--- config.mk ---
export PLATFORM = sky130hd
export DESIGN_NAME = rip_lsu
export DESIGN_NICKNAME = d
export VERILOG_FILES = /design/src/rtl/rip_lsu.sv
export SDC_FILE = /design/constraint.sdc
export NUM_CORES = 1
export LEC_CHECK = 0
export BUFFER_PORTS_ARGS = -buffer_cell sky130_fd_sc_hd__buf_4
export CAP_MARGIN = 0
export CORE_MARGIN = 2
export CORE_UTILIZATION = 30
export CTS_CLUSTER_SIZE = 14
export DETAILED_ROUTE_END_ITERATION = 7
export GPL_TIMING_DRIVEN = 0
export PLACE_DENSITY = 0.6
export RECOVER_POWER = 50
export SLEW_MARGIN = 5
export SYNTH_ARGS = -nofsm -noshare
export SYNTH_HDL_FRONTEND = slang
export SYNTH_SLANG_ARGS = --single-unit
--- constraint.sdc ---
create_clock -name clk -period 5.46 [get_ports clk]
set_clock_uncertainty 0.2 [all_clocks]
set_input_delay 0.819 -clock clk [delete_from_list [all_inputs] [get_ports clk]]
set_output_delay 0.819 -clock clk [all_outputs]
set_load 0.005 [all_outputs]
--- src/rtl/rip_lsu.sv ---
// rip_lsu: load/store unit driving a word-addressed, byte-enabled, 1-cycle-latency data port.
// Optional RIP_LSU_MISALIGN_EN splits misaligned half/word accesses into two aligned word accesses.
module rip_lsu #(
    parameter int NUM_COL    = 4,
    parameter int COL_WIDTH  = 8,
    parameter int ADDR_WIDTH = 20,
    parameter int DATA_WIDTH = NUM_COL * COL_WIDTH
) (
    input  logic                  clk,
    input  logic                  rst,
    input  logic                  req_valid,
    output logic                  req_ready,
    input  logic                  req_store,
    input  logic [1:0]            req_size,
    input  logic                  req_unsigned,
    input  logic [DATA_WIDTH-1:0] req_addr,
    input  logic [DATA_WIDTH-1:0] req_wdata,
    output logic                  resp_valid,
    input  logic                  resp_ready,
    output logic [DATA_WIDTH-1:0] resp_rdata,
    output logic                  resp_err,
    output logic                  mem_en,
    output logic [ADDR_WIDTH-1:0] mem_addr,
    output logic [NUM_COL-1:0]    mem_we,
    output logic [DATA_WIDTH-1:0] mem_wdata,
    input  logic [DATA_WIDTH-1:0] mem_rdata
);

    localparam int WIDE_W = 2 * DATA_WIDTH;
    localparam int WIDE_C = 2 * NUM_COL;

    typedef enum logic [2:0] {
        ST_IDLE   = 3'd0,
        ST_ISSUE0 = 3'd1,
`ifdef RIP_LSU_MISALIGN_EN
        ST_ISSUE1 = 3'd2,
`endif
        ST_WAIT   = 3'd3,
        ST_RESP   = 3'd4
    } state_t;

    function automatic logic [NUM_COL-1:0] size_mask(input logic [1:0] size);
        case (size)
            2'd0:    size_mask = NUM_COL'(4'b0001);
            2'd1:    size_mask = NUM_COL'(4'b0011);
            2'd2:    size_mask = NUM_COL'(4'b1111);
            default: size_mask = {NUM_COL{1'b0}};
        endcase
    endfunction

    function automatic logic misaligned(input logic [1:0] size, input logic [1:0] off);
        case (size)
            2'd1:    misaligned = (off == 2'd3);
            2'd2:    misaligned = (off != 2'd0);
            default: misaligned = 1'b0;
        endcase
    endfunction

    function automatic logic [DATA_WIDTH-1:0] load_extend(input logic [DATA_WIDTH-1:0] raw,
                                                          input logic [1:0] size,
                                                          input logic uns);
        case (size)
            2'd0:    load_extend = {{(DATA_WIDTH-8){raw[7] & ~uns}}, raw[7:0]};
            2'd1:    load_extend = {{(DATA_WIDTH-16){raw[15] & ~uns}}, raw[15:0]};
            default: load_extend = raw;
        endcase
    endfunction

    state_t                  state_r;
    logic                    store_r;
    logic [1:0]              size_r;
    logic                    uns_r;
    logic [1:0]              off_r;
`ifdef RIP_LSU_MISALIGN_EN
    logic                    span_r;
    logic [DATA_WIDTH-1:0]   lo_r;
    logic [NUM_COL-1:0]      we_hi_r;
    logic [DATA_WIDTH-1:0]   wdata_hi_r;
`endif

    logic [1:0]              off_s;
    logic [ADDR_WIDTH-1:0]   word_s;
    logic                    mis_s;
    logic                    illegal_s;
    logic [WIDE_W-1:0]       wide_data_s;
    logic [WIDE_C-1:0]       wide_be_s;
    logic [WIDE_W-1:0]       rd_pair_s;
    logic [WIDE_W-1:0]       rd_shift_s;
    logic                    unused_s;

    // Request decode: lane-positioned store data/enables and the load realignment path.
    always_comb begin
        off_s       = req_addr[1:0];
        word_s      = req_addr[ADDR_WIDTH+1:2];
        mis_s       = misaligned(req_size, off_s);
`ifdef RIP_LSU_MISALIGN_EN
        illegal_s   = (req_size == 2'd3);
        rd_pair_s   = span_r ? {mem_rdata, lo_r} : {{DATA_WIDTH{1'b0}}, mem_rdata};
`else
        illegal_s   = (req_size == 2'd3) || mis_s;
        rd_pair_s   = {{DATA_WIDTH{1'b0}}, mem_rdata};
`endif
        wide_data_s = {{DATA_WIDTH{1'b0}}, req_wdata} << {off_s, 3'b000};
        wide_be_s   = {{NUM_COL{1'b0}}, size_mask(req_size)} << off_s;
        rd_shift_s  = rd_pair_s >> {off_r, 3'b000};
    end

    // Upper address bits and upper halves of the wide paths are intentionally unused.
    assign unused_s = ^{req_addr[DATA_WIDTH-1:ADDR_WIDTH+2], wide_data_s[WIDE_W-1:DATA_WIDTH],
                        wide_be_s[WIDE_C-1:NUM_COL], rd_shift_s[WIDE_W-1:DATA_WIDTH]};

    // Request/memory/response sequencing with all outputs registered.
    always_ff @(posedge clk) begin
        if (rst) begin
            state_r    <= ST_IDLE;
            req_ready  <= 1'b1;
            resp_valid <= 1'b0;
            resp_err   <= 1'b0;
            resp_rdata <= {DATA_WIDTH{1'b0}};
            mem_en     <= 1'b0;
            mem_addr   <= {ADDR_WIDTH{1'b0}};
            mem_we     <= {NUM_COL{1'b0}};
            mem_wdata  <= {DATA_WIDTH{1'b0}};
            store_r    <= 1'b0;
            size_r     <= 2'd0;
            uns_r      <= 1'b0;
            off_r      <= 2'd0;
`ifdef RIP_LSU_MISALIGN_EN
            span_r     <= 1'b0;
            lo_r       <= {DATA_WIDTH{1'b0}};
            we_hi_r    <= {NUM_COL{1'b0}};
            wdata_hi_r <= {DATA_WIDTH{1'b0}};
`endif
        end else begin
            case (state_r)
                ST_IDLE: begin
                    if (req_valid && req_ready) begin
                        req_ready <= 1'b0;
                        store_r   <= req_store;
                        size_r    <= req_size;
                        uns_r     <= req_unsigned;
                        off_r     <= off_s;
                        if (illegal_s) begin
                            resp_valid <= 1'b1;
                            resp_err   <= 1'b1;
                            resp_rdata <= {DATA_WIDTH{1'b0}};
                            state_r    <= ST_RESP;
                        end else begin
                            mem_en    <= 1'b1;
                            mem_addr  <= word_s;
                            mem_we    <= req_store ? wide_be_s[NUM_COL-1:0] : {NUM_COL{1'b0}};
                            mem_wdata <= wide_data_s[DATA_WIDTH-1:0];
`ifdef RIP_LSU_MISALIGN_EN
                            span_r     <= mis_s;
                            we_hi_r    <= req_store ? wide_be_s[WIDE_C-1:NUM_COL] : {NUM_COL{1'b0}};
                            wdata_hi_r <= wide_data_s[WIDE_W-1:DATA_WIDTH];
`endif
                            state_r   <= ST_ISSUE0;
                        end
                    end
                end
                ST_ISSUE0: begin
`ifdef RIP_LSU_MISALIGN_EN
                    if (span_r) begin
                        mem_addr  <= mem_addr + ADDR_WIDTH'(1);
                        mem_we    <= we_hi_r;
                        mem_wdata <= wdata_hi_r;
                        state_r   <= ST_ISSUE1;
                    end else begin
                        mem_en  <= 1'b0;
                        mem_we  <= {NUM_COL{1'b0}};
                        state_r <= ST_WAIT;
                    end
`else
                    mem_en  <= 1'b0;
                    mem_we  <= {NUM_COL{1'b0}};
                    state_r <= ST_WAIT;
`endif
                end
`ifdef RIP_LSU_MISALIGN_EN
                ST_ISSUE1: begin
                    lo_r    <= mem_rdata;
                    mem_en  <= 1'b0;
                    mem_we  <= {NUM_COL{1'b0}};
                    state_r <= ST_WAIT;
                end
`endif
                ST_WAIT: begin
                    resp_valid <= 1'b1;
                    resp_err   <= 1'b0;
                    resp_rdata <= store_r ? {DATA_WIDTH{1'b0}}
                                          : load_extend(rd_shift_s[DATA_WIDTH-1:0], size_r, uns_r);
                    state_r    <= ST_RESP;
                end
                ST_RESP: begin
                    if (resp_ready) begin
                        resp_valid <= 1'b0;
                        req_ready  <= 1'b1;
                        state_r    <= ST_IDLE;
                    end
                end
                default: begin
                    state_r    <= ST_IDLE;
                    req_ready  <= 1'b1;
                    resp_valid <= 1'b0;
                    mem_en     <= 1'b0;
                    mem_we     <= {NUM_COL{1'b0}};
                end
            endcase
        end
    end

endmodule

After elaboration in Yosys (flattened, before gate mapping):

Cells that the tools add are included.

* shift-type cells: 3
* equal/unequal tests: 12
* bitwise operators: 7
* muxes and demuxes: 26
* reductions and logical operators: 16

Operator list (count)
* $pmux W32 S2: 2
* $mux W32: 3
* $shl A32 B5 Y32: 1
* $shr A32 B5 Y32: 1
* $mux W4: 3
* $pmux W3 S4: 1
* $pmux W4 S3: 1
* $reduce_and A3 Y1: 4
* $mux W3: 3
* $ne A2 B2 Y1 const B: 4
* $pmux W4 S2: 1
* $mux W1: 7
* $eq A2 B2 Y1 const B: 3
* $pmux W1 S2: 3
* $not A1 Y1: 5
* $eq A2 B1 Y1 const B: 2
* $logic_not A2 Y1: 2
* $pmux W1 S4: 1
* $reduce_and A2 Y1: 2
* $reduce_and A4 Y1: 1
* $reduce_bool A2 Y1: 2
* $reduce_or A2 Y1: 2
* $shl A4 B2 Y4: 1
* $eq A3 B1 Y1 const B: 1
* 7 further kinds: 8

* register bits after elaboration: 101
* logic and storage cells: 77
* output and inout port bits: 92

Depth between registers and ports, before layout:

Gate-level depths: netlist of run 1.

* depth after elaboration: 7
* mapped depth: 8
* depth with buffers taken out: 6

Worst setup path before layout of run 1:

Ideal clock, no wire load.

* path type: input to register
* start: in req_size[0]
* end: reg resp_rdata[22]
* required time: 5202 ps
* cell stages on the path: 7
* path slack: 2742 ps
* data arrival time: 2459 ps
* library setup time: 58 ps
* path buffers: 1
* path through: inv_1 -> ha_1 -> nand3b_1 -> o311ai_2 -> a211oi_1 -> clkbuf_1 -> a211o_1

* word-level cells in the longest chain between the ends: 5
* elaborated cells on any way between the ends: 7

Ends and longest elaborated chain
* start, declared: line 14 `input logic [1:0] req_size,`
* $eq A2 B2 Y1 or $eq A2 B1 Y1 (tied branches): line 52 `case (size)`
* $pmux W1 S2: line 52
* $logic_or A1 B1 Y1 (*): line 100 `illegal_s = (req_size == 2'd3) || mis_s;`
* $ne A2 B2 Y1 (no line) (*)
* $reduce_and A3 Y1 (no line) (*)
* end signal, assigned: line 119 `resp_rdata <= {DATA_WIDTH{1'b0}};`
* end signal, assigned: line 146 `resp_rdata <= {DATA_WIDTH{1'b0}};`
* end signal, assigned: line 191 `resp_rdata <= store_r ? {DATA_WIDTH{1'b0}}`
* end, declared: line 20 `output logic [DATA_WIDTH-1:0] resp_rdata,`

Mark *: on every way between the ends. The rest lies on a longest branch, timed or not.
A chain may end at the register's enable or synchronous reset.

Final worst setup path of run 1:

Same ends and word-level chain as after synthesis.

==> results of run 1 <==
==> worst max-delay path, cell delays in order <==
cell and delay (ns):
buf_4 0.11, inv_1 0.04, ha_1 0.35, nand3b_1 0.16, o311ai_2 0.21, a211oi_1 0.87, clkbuf_1 0.44, a211o_1 0.19
==> area by class of cell <==
class / count / area (sq um) / share of cell area [%]
inverters: 6 / 22.52 / 0.3406
plain buffers: 51 / 203.9 / 3.084
clock buffers: 11 / 242.7 / 3.671
clock inverters: 5 / 35.03 / 0.5298
multi-input cells: 382 / 2514 / 38.01
well taps: 216 / 270.3 / 4.087
flip-flops and latches: 101 / 2022 / 30.58
repair buffers: 185 / 1303 / 19.70
==> sequential cells by signal (all words and copies together) (netlist names) <==
signal      count
mem_we          4
mem_addr       20
mem_en          1
resp_err        1
req_ready       1
resp_valid      1
size_r          2
uns_r           1
mem_wdata      32
off_r           2
store_r         1
state_r         3
resp_rdata     32
==> path summary, 6_finish.rpt <==
path	start	endpoint	slack [ns]	cells after the start
max	req_size[0]	resp_rdata[22]$_SDFFE_PP0P_	2.36	8
min	resp_rdata[16]$_SDFFE_PP0P_	resp_rdata[16]$_SDFFE_PP0P_	0.26	1
max reg2reg	state_r[1]$_SDFFE_PP0P_	resp_rdata[22]$_SDFFE_PP0P_	2.70	6
min reg2reg	resp_rdata[16]$_SDFFE_PP0P_	resp_rdata[16]$_SDFFE_PP0P_	0.26	1
==> placed cells by master, fill, tap and decap left out, drive strengths merged, types with 2 or more instances in the layout <==
cell type	instances
o21bai	2
nor3	3
a211oi	11
a22oi	2
mux2	14
ha	4
o2bb2ai	20
nand3	21
nand2	33
dfxtp	101
clkbuf	140
clkinv	3
mux2i	36
inv	7
a221o	8
o2111ai	7
a211o	8
or2	3
nand4	16
nand4b	2
o211ai	15
a21oi	80
buf	107
nor2	26
nand3b	3
o21ai	45
nor4	2
nand2b	8
==> per-stage QoR <==
stage / utilization [%] / std cells / total power [mW] / worst slack (ns)
after floorplan: - / 540 / 1.050 / 2.742
after global placement: 40.92 / 941 / 1.248 / 2.097
after detailed placement: 40.92 / 941 / 1.257 / 2.084
after CTS: 42.69 / 957 / 1.872 / 2.454
after global routing: 42.08 / 957 / 1.932 / 2.262
final: 42.08 / 957 / 1.845 / 2.357
==> power by group through the flow <==
stage          clock network (mW)  logic [mW]  registers (mW)
3_3_place_gp                    0       0.425           0.822
4_1_cts                     0.630       0.435           0.807
5_1_grt                     0.659       0.463           0.811
6_report                    0.617       0.422           0.806
3_5_place_dp                    0       0.434           0.823
2_1_floorplan                   0       0.229           0.821
==> per-layer routing <==
metal	GRT usage, %	part of all wire (%)	routed length (microns)	vias up
met3	4.961	8.2	1403	28
li1	-	-	-	2426
met4	7.274	2.2	373	0
met1	24.93	43	7371	2392
met2	32.52	47	8015	240
met5	0	0	0	-
==> cells by family after synthesis <==
family,Yosys count,share of synthesized area [%]
compound gates,203,27.38
fa+ha+maj,4,1.049
buf+inv,57,4.773
flops,101,42.38
mux,51,11.33
simple gates,124,13.09
==> results.json, run 1 <==
{
  "grt_max_degree": 17,
  "power_density_mw_per_mm2": 278.9,
  "seq_area_frac_synth_pct": 42.38,
  "synth-edff-count": 0,
  "num_vias": 5086,
  "num-fill-cells": 1629,
  "fin_tns_setup_ns": 0,
  "setup_viol": 0,
  "whs_ns": 0.2618,
  "ys_ff_latch": 101,
  "ctsResizeCount": 0,
  "clk-insertion-delay-late_ns": 0.35,
  "min_period_ns": 3.103,
  "cellLeakagePower_nw": 2.639,
  "hpwl_microns": 13430,
  "hold_violations": 0,
  "io_buffers": 185,
  "drv_cap": 0,
  "p_sw_share_pct": 30.77,
  "firstDrtPassIters": 5,
  "synth.avg_cell_area_sq_um": 8.835,
  "status": "finished, final reports clean",
  "routedWlPerCell_microns": 17.93,
  "postCtsSetupRepairBufs": 0,
  "placed_area_sq_mm": 0.006430,
  "core_sq_mm": 0.01571,
  "yosysWarnings": 0,
  "overflow": 0,
  "drv_slew": 0,
  "drive_gt1_share_pct": 28.07,
  "power_frac_comb_pct": 22.9,
  "async_flop_share_pct": 0,
  "clock_tree.root_cell": "clkbuf_16",
  "ys.flop_type": "dfxtp_1",
  "pwr-share-clk_pct": 33.4,
  "syn_area_sq_mm": 0.004771,
  "synth_top_area_share_pct": 42.38,
  "drt_iter0_markers": 301,
  "switchingPower_uw": 567.5,
  "slew_headroom_pct": 35.00,
  "diodes": 0,
  "pwr-share-seq_pct": 43.7,
  "drc": 0,
  "die_area_sq_mm": 0.01693,
  "io_pins": 196,
  "cts-hold-fix-buffers": 0,
  "hp-class": "reg2reg",
  "antenna_found_initial": 0,
  "p_int_mw": 1.277,
  "syn_inst": 540,
  "cts_buffer_depth": 2,
  "start_util_pct": 30.36,
  "synth.most_common_cell": "dfxtp_1",
  "die_x_microns": 130.1,
  "finalCritPeriodShare_pct": 56.84,
  "tightestPinTransition_ns": 0.9692,
  "ir_drop_uv": 164.5,
  "synth_top_cell_by_area": "dfxtp_1",
  "clock.fmax_ghz": 0.3222,
  "antenna_left": 0,
  "cts_num_sinks": 101,
  "clk_pin_slew_worst_paths_ns": 0.07,
  "setup.worst_path.end_class": "flip-flop",
  "post_synth_num_cell_types": 44,
  "gp_congestion": 0.8914,
  "syn_nets": 648,
  "required_ns": 5.56,
  "final_net_count": 844,
  "rsz0062_at_grt": "no",
  "grt_pass1_wl_microns": 25810,
  "design_area_sq_mm": 0.006613,
  "cp_max_fo": 10,
  "grt_usage_pct": 19.70,
  "netlist_top_cells_count": "101 x dfxtp_1, 80 x a21oi_1, 45 x o21ai_0",
  "first_global_vias": 4876,
  "numCtsBuffers": 9,
  "area.growth.synth_to_final_pct": 38.60,
  "setup.worst_path.class": "in2reg",
  "wirelength_microns": 17160,
  "htreeDepth": 3,
  "cp-start-kind": "primary input",
  "synth_top_cells_by_area": "dfxtp_1 42%, a21oi_1 8.4%, mux2i_1 7.6%",
  "die_h_microns": 130.1,
  "num_rows": 46,
  "viasPerCell": 5.315,
  "critPathArrivalTime_ns": 3.20,
  "cts_tree": "yes"
}
(Power assumes the default switching activity.)
==> run 2: changes to the inputs <==
==> constraint.sdc (replaced) <==
create_clock -name clk -period 3.1 [get_ports clk]
set_clock_uncertainty 0.2 [all_clocks]
set_input_delay 0.465 -clock clk [delete_from_list [all_inputs] [get_ports clk]]
set_output_delay 0.465 -clock clk [all_outputs]
set_load 0.005 [all_outputs]
==> run 2 against run 1 <==
  * Combinational power up 77%
  * Utilization rose by 0.056 points
  * Largest power group unchanged
  * First-iteration DRC count fell by 4.3%
  * Worst hold slack worse by 0.098 ns
  * Global-route usage unchanged
  * Sequential cell count is the same
  * Via count barely moved
  * Sequential power grew 76%
  * Highest routed layer unchanged
  * Setup slack got worse by 1.9 ns
  * Count of clock-buffer cells in the layout is the same
==> results.json, run 2 (synthesized netlist as in run 1, its figures left out) <==
{
  "area.growth.synth_to_final_pct": 38.79,
  "design_area_sq_mm": 0.006621,
  "cellLeakagePower_nw": 2.642,
  "grt_pass1_wl_microns": 25810,
  "diodes": 0,
  "power_frac_comb_pct": 22.9,
  "hpwl_microns": 13430,
  "clk_pin_slew_worst_paths_ns": 0.07,
  "hold_violations": 0,
  "rr_endpoint": "resp_rdata[22]$_SDFFE_PP0P_",
  "tightestPinTransition_ns": 0.9592,
  "die_h_microns": 130.1,
  "die_area_sq_mm": 0.01693,
  "start_util_pct": 30.36,
  "r2r-start": "state_r[1]$_SDFFE_PP0P_",
  "pwr-share-seq_pct": 43.6,
  "final_net_count": 844,
  "drt_iter0_markers": 288,
  "num_vias": 5088,
  "ir_drop_uv": 289.1,
  "power_mw": 3.253,
  "hold_end": "uns_r$_SDFFE_PP0P_",
  "clock.fmax_ghz": 0.3717,
  "num-fill-cells": 1630,
  "rr_worst_depth": 6,
  "gp_congestion": 0.8914,
  "switchingPower_mw": 1.001,
  "htreeDepth": 3,
  "routedWlPerCell_microns": 17.82,
  "grt_max_degree": 17,
  "grt_usage_pct": 19.70,
  "fin_tns_setup_ns": 0,
  "p_int_mw": 2.252,
  "final_common_cell": "dfxtp_1",
  "setup.worst_path.class": "in2reg",
  "pwr-share-clk_pct": 33.4,
  "cts_buffer_depth": 2,
  "first_global_vias": 4876,
  "rrSetupSlack_ns": 0.68,
  "drv_slew": 0,
  "core_sq_mm": 0.01571,
  "cts-hold-fix-buffers": 0,
  "die_x_microns": 130.1,
  "min_delay_path_depth": 3,
  "rsz0062_at_grt": "no",
  "num_rows": 46,
  "io_pins": 196,
  "clk-insertion-delay-late_ns": 0.35,
  "setup.worst_path.end_class": "flip-flop",
  "cp_max_fo": 10,
  "finalCritPeriodShare_pct": 86.79,
  "power_density_mw_per_mm2": 491.3,
  "clock_tree.root_cell": "clkbuf_16",
  "ctsResizeCount": 0,
  "p_sw_share_pct": 30.76,
  "cp-start-kind": "primary input",
  "io_buffers": 185,
  "viasPerCell": 5.317,
  "wirelength_microns": 17060,
  "cts_tree": "yes",
  "reg_top3": "mem_wdata (32), resp_rdata (32), mem_addr (20)",
  "antenna_left": 0,
  "antenna_found_initial": 0,
  "drive_gt1_share_pct": 28.48,
  "postCtsSetupRepairBufs": 0,
  "numCtsBuffers": 9,
  "critPathArrivalTime_ns": 2.79,
  "overflow": 0,
  "slew_headroom_pct": 35.56,
  "final_util_pct": 42.14,
  "required_ns": 3.20,
  "hp-class": "in2reg",
  "min_period_ns": 2.691,
  "placed_area_sq_mm": 0.006430,
  "cts_num_sinks": 101,
  "firstDrtPassIters": 5,
  "mostFrequentLayoutCells": "101 x dfxtp_1, 92 x buf_4, 80 x a21oi_1, 70 x clkbuf_4, 59 x clkbuf_1",
  "setup_viol": 0,
  "status": "finished, final reports clean",
  "drv_cap": 0,
  "worstHoldStart": "req_unsigned",
  "drc": 0
}
[run 2: changes by cell type in the layout (fill, tap and decap cells not counted)]
cell / before / now
buf_2: 10 / 11
or3_4: 0 / 1
clkbuf_1: 60 / 59
nor2_2: 1 / 2
or3_1: 1 / 0
nor2_1: 25 / 24
[run 2: worst max-delay path: stages]
cell      delay, ns
buf_4          0.11
inv_1          0.04
ha_1           0.35
nand3b_1       0.16
o311ai_2       0.21
a211oi_1       0.81
clkbuf_1       0.45
a211o_1        0.19
[run 2: worst max path at each step]
stage               cells after the start                           to         from
floorplan                               7  resp_rdata[22]$_SDFFE_PP0P_  req_size[0]
global placement                        8  resp_rdata[22]$_SDFFE_PP0P_  req_size[0]
detailed placement                      8  resp_rdata[12]$_SDFFE_PP0P_  req_size[0]
CTS                                     8  resp_rdata[12]$_SDFFE_PP0P_  req_size[0]
global route                            8  resp_rdata[12]$_SDFFE_PP0P_  req_size[0]
finish                                  8  resp_rdata[22]$_SDFFE_PP0P_  req_size[0]
[run 2: final cells by class]
| cell class | count | area, sq um | area share [%] |
|---|---|---|---|
| Buffer | 51 | 205.2 | 3.099 |
| Clock inverter | 5 | 35.03 | 0.5291 |
| Timing Repair Buffer | 185 | 1303 | 19.67 |
| Multi-Input combinational cell | 382 | 2521 | 38.08 |
| Clock buffer | 11 | 242.7 | 3.666 |
| Tap cell | 216 | 270.3 | 4.082 |
| Sequential cell | 101 | 2022 | 30.54 |
| Inverter | 6 | 22.52 | 0.3401 |
[run 2: power groups by stage]
stage / clock network [mW] / registers, mW / logic (mW)
after floorplan: 0 / 1.45 / 0.403
after global placement: 0 / 1.45 / 0.749
after detailed placement: 0 / 1.45 / 0.764
after CTS: 1.11 / 1.42 / 0.766
after global routing: 1.16 / 1.43 / 0.820
final: 1.09 / 1.42 / 0.745
[run 2: metal layers]
| metal | part of all wire, % | vias to the layer above | routed length (microns) | track usage [%] |
|---|---|---|---|---|
| met5 | 0 | - | 0 | 0 |
| met4 | 2.2 | 0 | 373 | 7.274 |
| met3 | 8.2 | 28 | 1392 | 4.961 |
| met2 | 47 | 240 | 7988 | 32.52 |
| met1 | 43 | 2398 | 7302 | 24.93 |
| li1 | - | 2422 | - | - |
[run 2: per-stage QoR]
step | hold slack (ns) | setup slack, ns | cells
6_report | 0.1640 | 0.4095 | 957
3_3_place_gp | 0.2527 | 0.09095 | 941
2_1_floorplan | 0.2448 | 0.7364 | 540
4_1_cts | 0.1439 | 0.4483 | 957
5_1_grt | 0.1525 | 0.2565 | 957
3_5_place_dp | 0.2519 | 0.07781 | 941
==> run 3: changes to the inputs <==
--- a/config.mk
+++ b/config.mk
@@ -5,6 +5,7 @@
 export SDC_FILE = /design/constraint.sdc
 export NUM_CORES = 1
 export LEC_CHECK = 0
+export ABC_AREA = 1
 export BUFFER_PORTS_ARGS = -buffer_cell sky130_fd_sc_hd__buf_4
 export CAP_MARGIN = 0
 export CORE_MARGIN = 2
==> run 3 against run 2 <==
  * Cell count up 24%
  * Critical endpoint is now mem_wdata[22]$_SDFFE_PP0P_
  * Global-route usage up 0.63 points
  * Count of clock-buffer cells in the layout down 2
  * Utilization down 0.24 points
  * Synthesized area up 5.7%
  * First-iteration DRC count up 22%
  * Critical path depth up 4
  * Largest cell class unchanged
  * Total power up 43%
  * Register-to-register slack better by 0.49 ns
==> results.json, run 3 <==
{
  "clock.fmax_ghz": 0.4912,
  "first_global_vias": 5586,
  "ys_ff_latch": 101,
  "numCtsBuffers": 9,
  "cpMaxStageDelayCell": "clkbuf_1",
  "ys.flop_type": "dfxtp_1",
  "clk_pin_slew_worst_paths_ns": 0.08,
  "overflow": 0,
  "use_met3_pct": 4.909,
  "synth_top_cells_by_area": "dfxtp_1 40%, nand2_1 18%, a21oi_1 11%",
  "postCtsSetupRepairBufs": 0,
  "synth_top_area_share_pct": 40.11,
  "die_x_microns": 133.6,
  "ff_latch_area_sq_mm": 0.002022,
  "syn_inst": 765,
  "final_net_count": 1067,
  "critPathArrivalTime_ns": 2.12,
  "cp_slowest_stage_delay_ns": 0.36,
  "multi_input_area_sq_mm": 0.002570,
  "core_sq_mm": 0.01652,
  "syn_area_sq_mm": 0.005041,
  "top_usage_layer": "met2",
  "num-fill-cells": 1861,
  "ctsResizeCount": 0,
  "hpwl_microns": 13990,
  "cp_max_fo": 10,
  "num_vias": 5658,
  "seq_area_frac_synth_pct": 40.11,
  "io_pins": 196,
  "start_util_pct": 30.51,
  "cellLeakagePower_nw": 3.090,
  "setup_viol": 0,
  "synth.avg_cell_area_sq_um": 6.590,
  "mostFrequentLayoutCells": "238 x nand2_1, 107 x a21oi_1, 101 x dfxtp_1, 91 x buf_4, 74 x clkbuf_4",
  "required_ns": 3.19,
  "synth.most_common_cell": "nand2_1",
  "setup.worst_path.class": "in2reg",
  "final_cell_count_no_fill": 1184,
  "routedWlPerCell_microns": 15.17,
  "rsz0062_at_grt": "no",
  "cts_buffer_depth": 2,
  "syn_nets": 873,
  "synth_top_cell_by_area": "dfxtp_1",
  "rr_endpoint": "mem_wdata[22]$_SDFFE_PP0P_",
  "io_buffers": 183,
  "grt_pass1_wl_microns": 28770,
  "crit_chain": "buf_4 -> inv_1 -> ha_1 -> inv_1 -> nand3_1 -> nand2_1 -> nand2_1 -> nand4_4 -> inv_2 -> clkbuf_1 -> o21ai_0 -> nor2_1",
  "setup.worst_path.end_class": "flip-flop",
  "min_period_ns": 2.036,
  "finalCritPeriodShare_pct": 65.67,
  "dp.cells": 1168,
  "cts_num_sinks": 101,
  "hp-class": "in2reg",
  "rrSetupSlack_ns": 1.17,
  "status": "finished, final reports clean",
  "wirelength_microns": 17960,
  "reg_top3": "mem_wdata (32), resp_rdata (32), mem_addr (20)",
  "cp-start-kind": "primary input",
  "area.growth.synth_to_final_pct": 37.35,
  "worstHoldStart": "req_addr[3]",
  "clk-insertion-delay-late_ns": 0.35,
  "htreeDepth": 3,
  "ir_drop_uv": 349.3,
  "diodes": 0,
  "gp_congestion": 0.9041,
  "fin_tns_setup_ns": 0,
  "use_met1_pct": 25.85,
  "clock_tree.root_cell": "clkbuf_16",
  "firstDrtPassIters": 5,
  "die_h_microns": 133.6,
  "min_delay_path_depth": 3,
  "met2_usage_pct": 34.99,
  "antenna_found_initial": 0,
  "antenna_left": 0,
  "tightestPinTransition_ns": 0.6414,
  "power_density_mw_per_mm2": 671.9,
  "hold_violations": 0,
  "drv_cap": 0,
  "drv_slew": 0,
  "drive_gt1_share_pct": 22.20,
  "grt_max_degree": 21,
  "num_rows": 47,
  "cts_tree": "yes",
  "drt_iter0_markers": 351,
  "final_common_cell": "nand2_1",
  "die_area_sq_mm": 0.01786,
  "rr_worst_depth": 8,
  "slew_headroom_pct": 57.24,
  "whs_ns": 0.1554,
  "r2r-start": "state_r[0]$_SDFFE_PP0P_",
  "cts-hold-fix-buffers": 0,
  "viasPerCell": 4.779,
  "grt_usage_pct": 20.34,
  "post_synth_num_cell_types": 25,
  "async_flop_share_pct": 0,
  "hold_end": "mem_addr[1]$_SDFFE_PP0P_",
  "netlist_top_cells_count": "238 x nand2_1, 107 x a21oi_1, 101 x dfxtp_1",
  "drc": 0,
  "synth-edff-count": 0,
  "yosysWarnings": 0
}
==> run 3: critical path, delay by kind of cell <==
| family | cells | cell delay, ns |
|---|---|---|
| buffers and inverters | 5 | 0.68 |
| AO/OA/AOI/OAI | 1 | 0.14 |
| adder cells (fa/ha/maj) | 1 | 0.28 |
| AND/OR/NAND/NOR | 5 | 0.55 |
==> run 3: logic make-up after synthesis <==
logic type,synth area share (%)
AO/OA/AOI/OAI,18.47
AND/OR/NAND/NOR,30.58
adder cells (fa/ha/maj),0.9928
flip-flops,40.11
multiplexers,0.9928
buffers and inverters,8.861
==> run 3: layer usage <==
metal | part of all wire, % | up-vias | routed length (microns)
li1 | - | 2889 | -
met1 | 45 | 2574 | 8017
met2 | 48 | 179 | 8535
met3 | 6.7 | 16 | 1206
met4 | 1.1 | 0 | 201
met5 | 0 | - | 0
==> run 3: worst max-delay path by stage <==
stage | startpoint | end | slack [ns]
6_report | req_size[0] | mem_wdata[22]$_SDFFE_PP0P_ | 1.06
5_1_grt | req_size[0] | mem_wdata[30]$_SDFFE_PP0P_ | 0.76
4_1_cts | req_size[0] | mem_wdata[22]$_SDFFE_PP0P_ | 1.04
3_5_place_dp | req_size[0] | mem_wdata[22]$_SDFFE_PP0P_ | 0.68
3_3_place_gp | req_size[0] | mem_wdata[21]$_SDFFE_PP0P_ | 0.67
2_1_floorplan | req_size[0] | mem_wdata[13]$_SDFFE_PP0P_ | 1.17
==> run 3: layout make-up <==
cell class	instances	area share, %
inverter	44	2.385
clock buffer	9	3.253
buffer	56	4.048
timing repair buffer	183	18.87
clock inverter	7	1.156
tap	220	3.975
multi-input combinational	564	37.12
sequential	101	29.20
==> run 3: report_power, final <==
group          switching, mW  internal, mW  total (mW)  leakage, nW
Sequential             0.129          1.52        1.65        0.822
Combinational           1.14         0.712        1.85         2.12
Clock                  0.579         0.573        1.15        0.145
Total                   1.85          2.80        4.65         3.09
==> run 3: through the flow <==
step	instance area (sq um)	worst slack, ns	util (%)	power [mW]
global placement	6690	0.6673	40.49	3.563
floorplan	5041	1.171	-	2.823
finish	6924	1.064	41.90	4.653
detailed placement	6690	0.6762	40.49	3.572
CTS	6995	1.041	42.33	4.735
global route	6924	0.7583	41.90	5.014
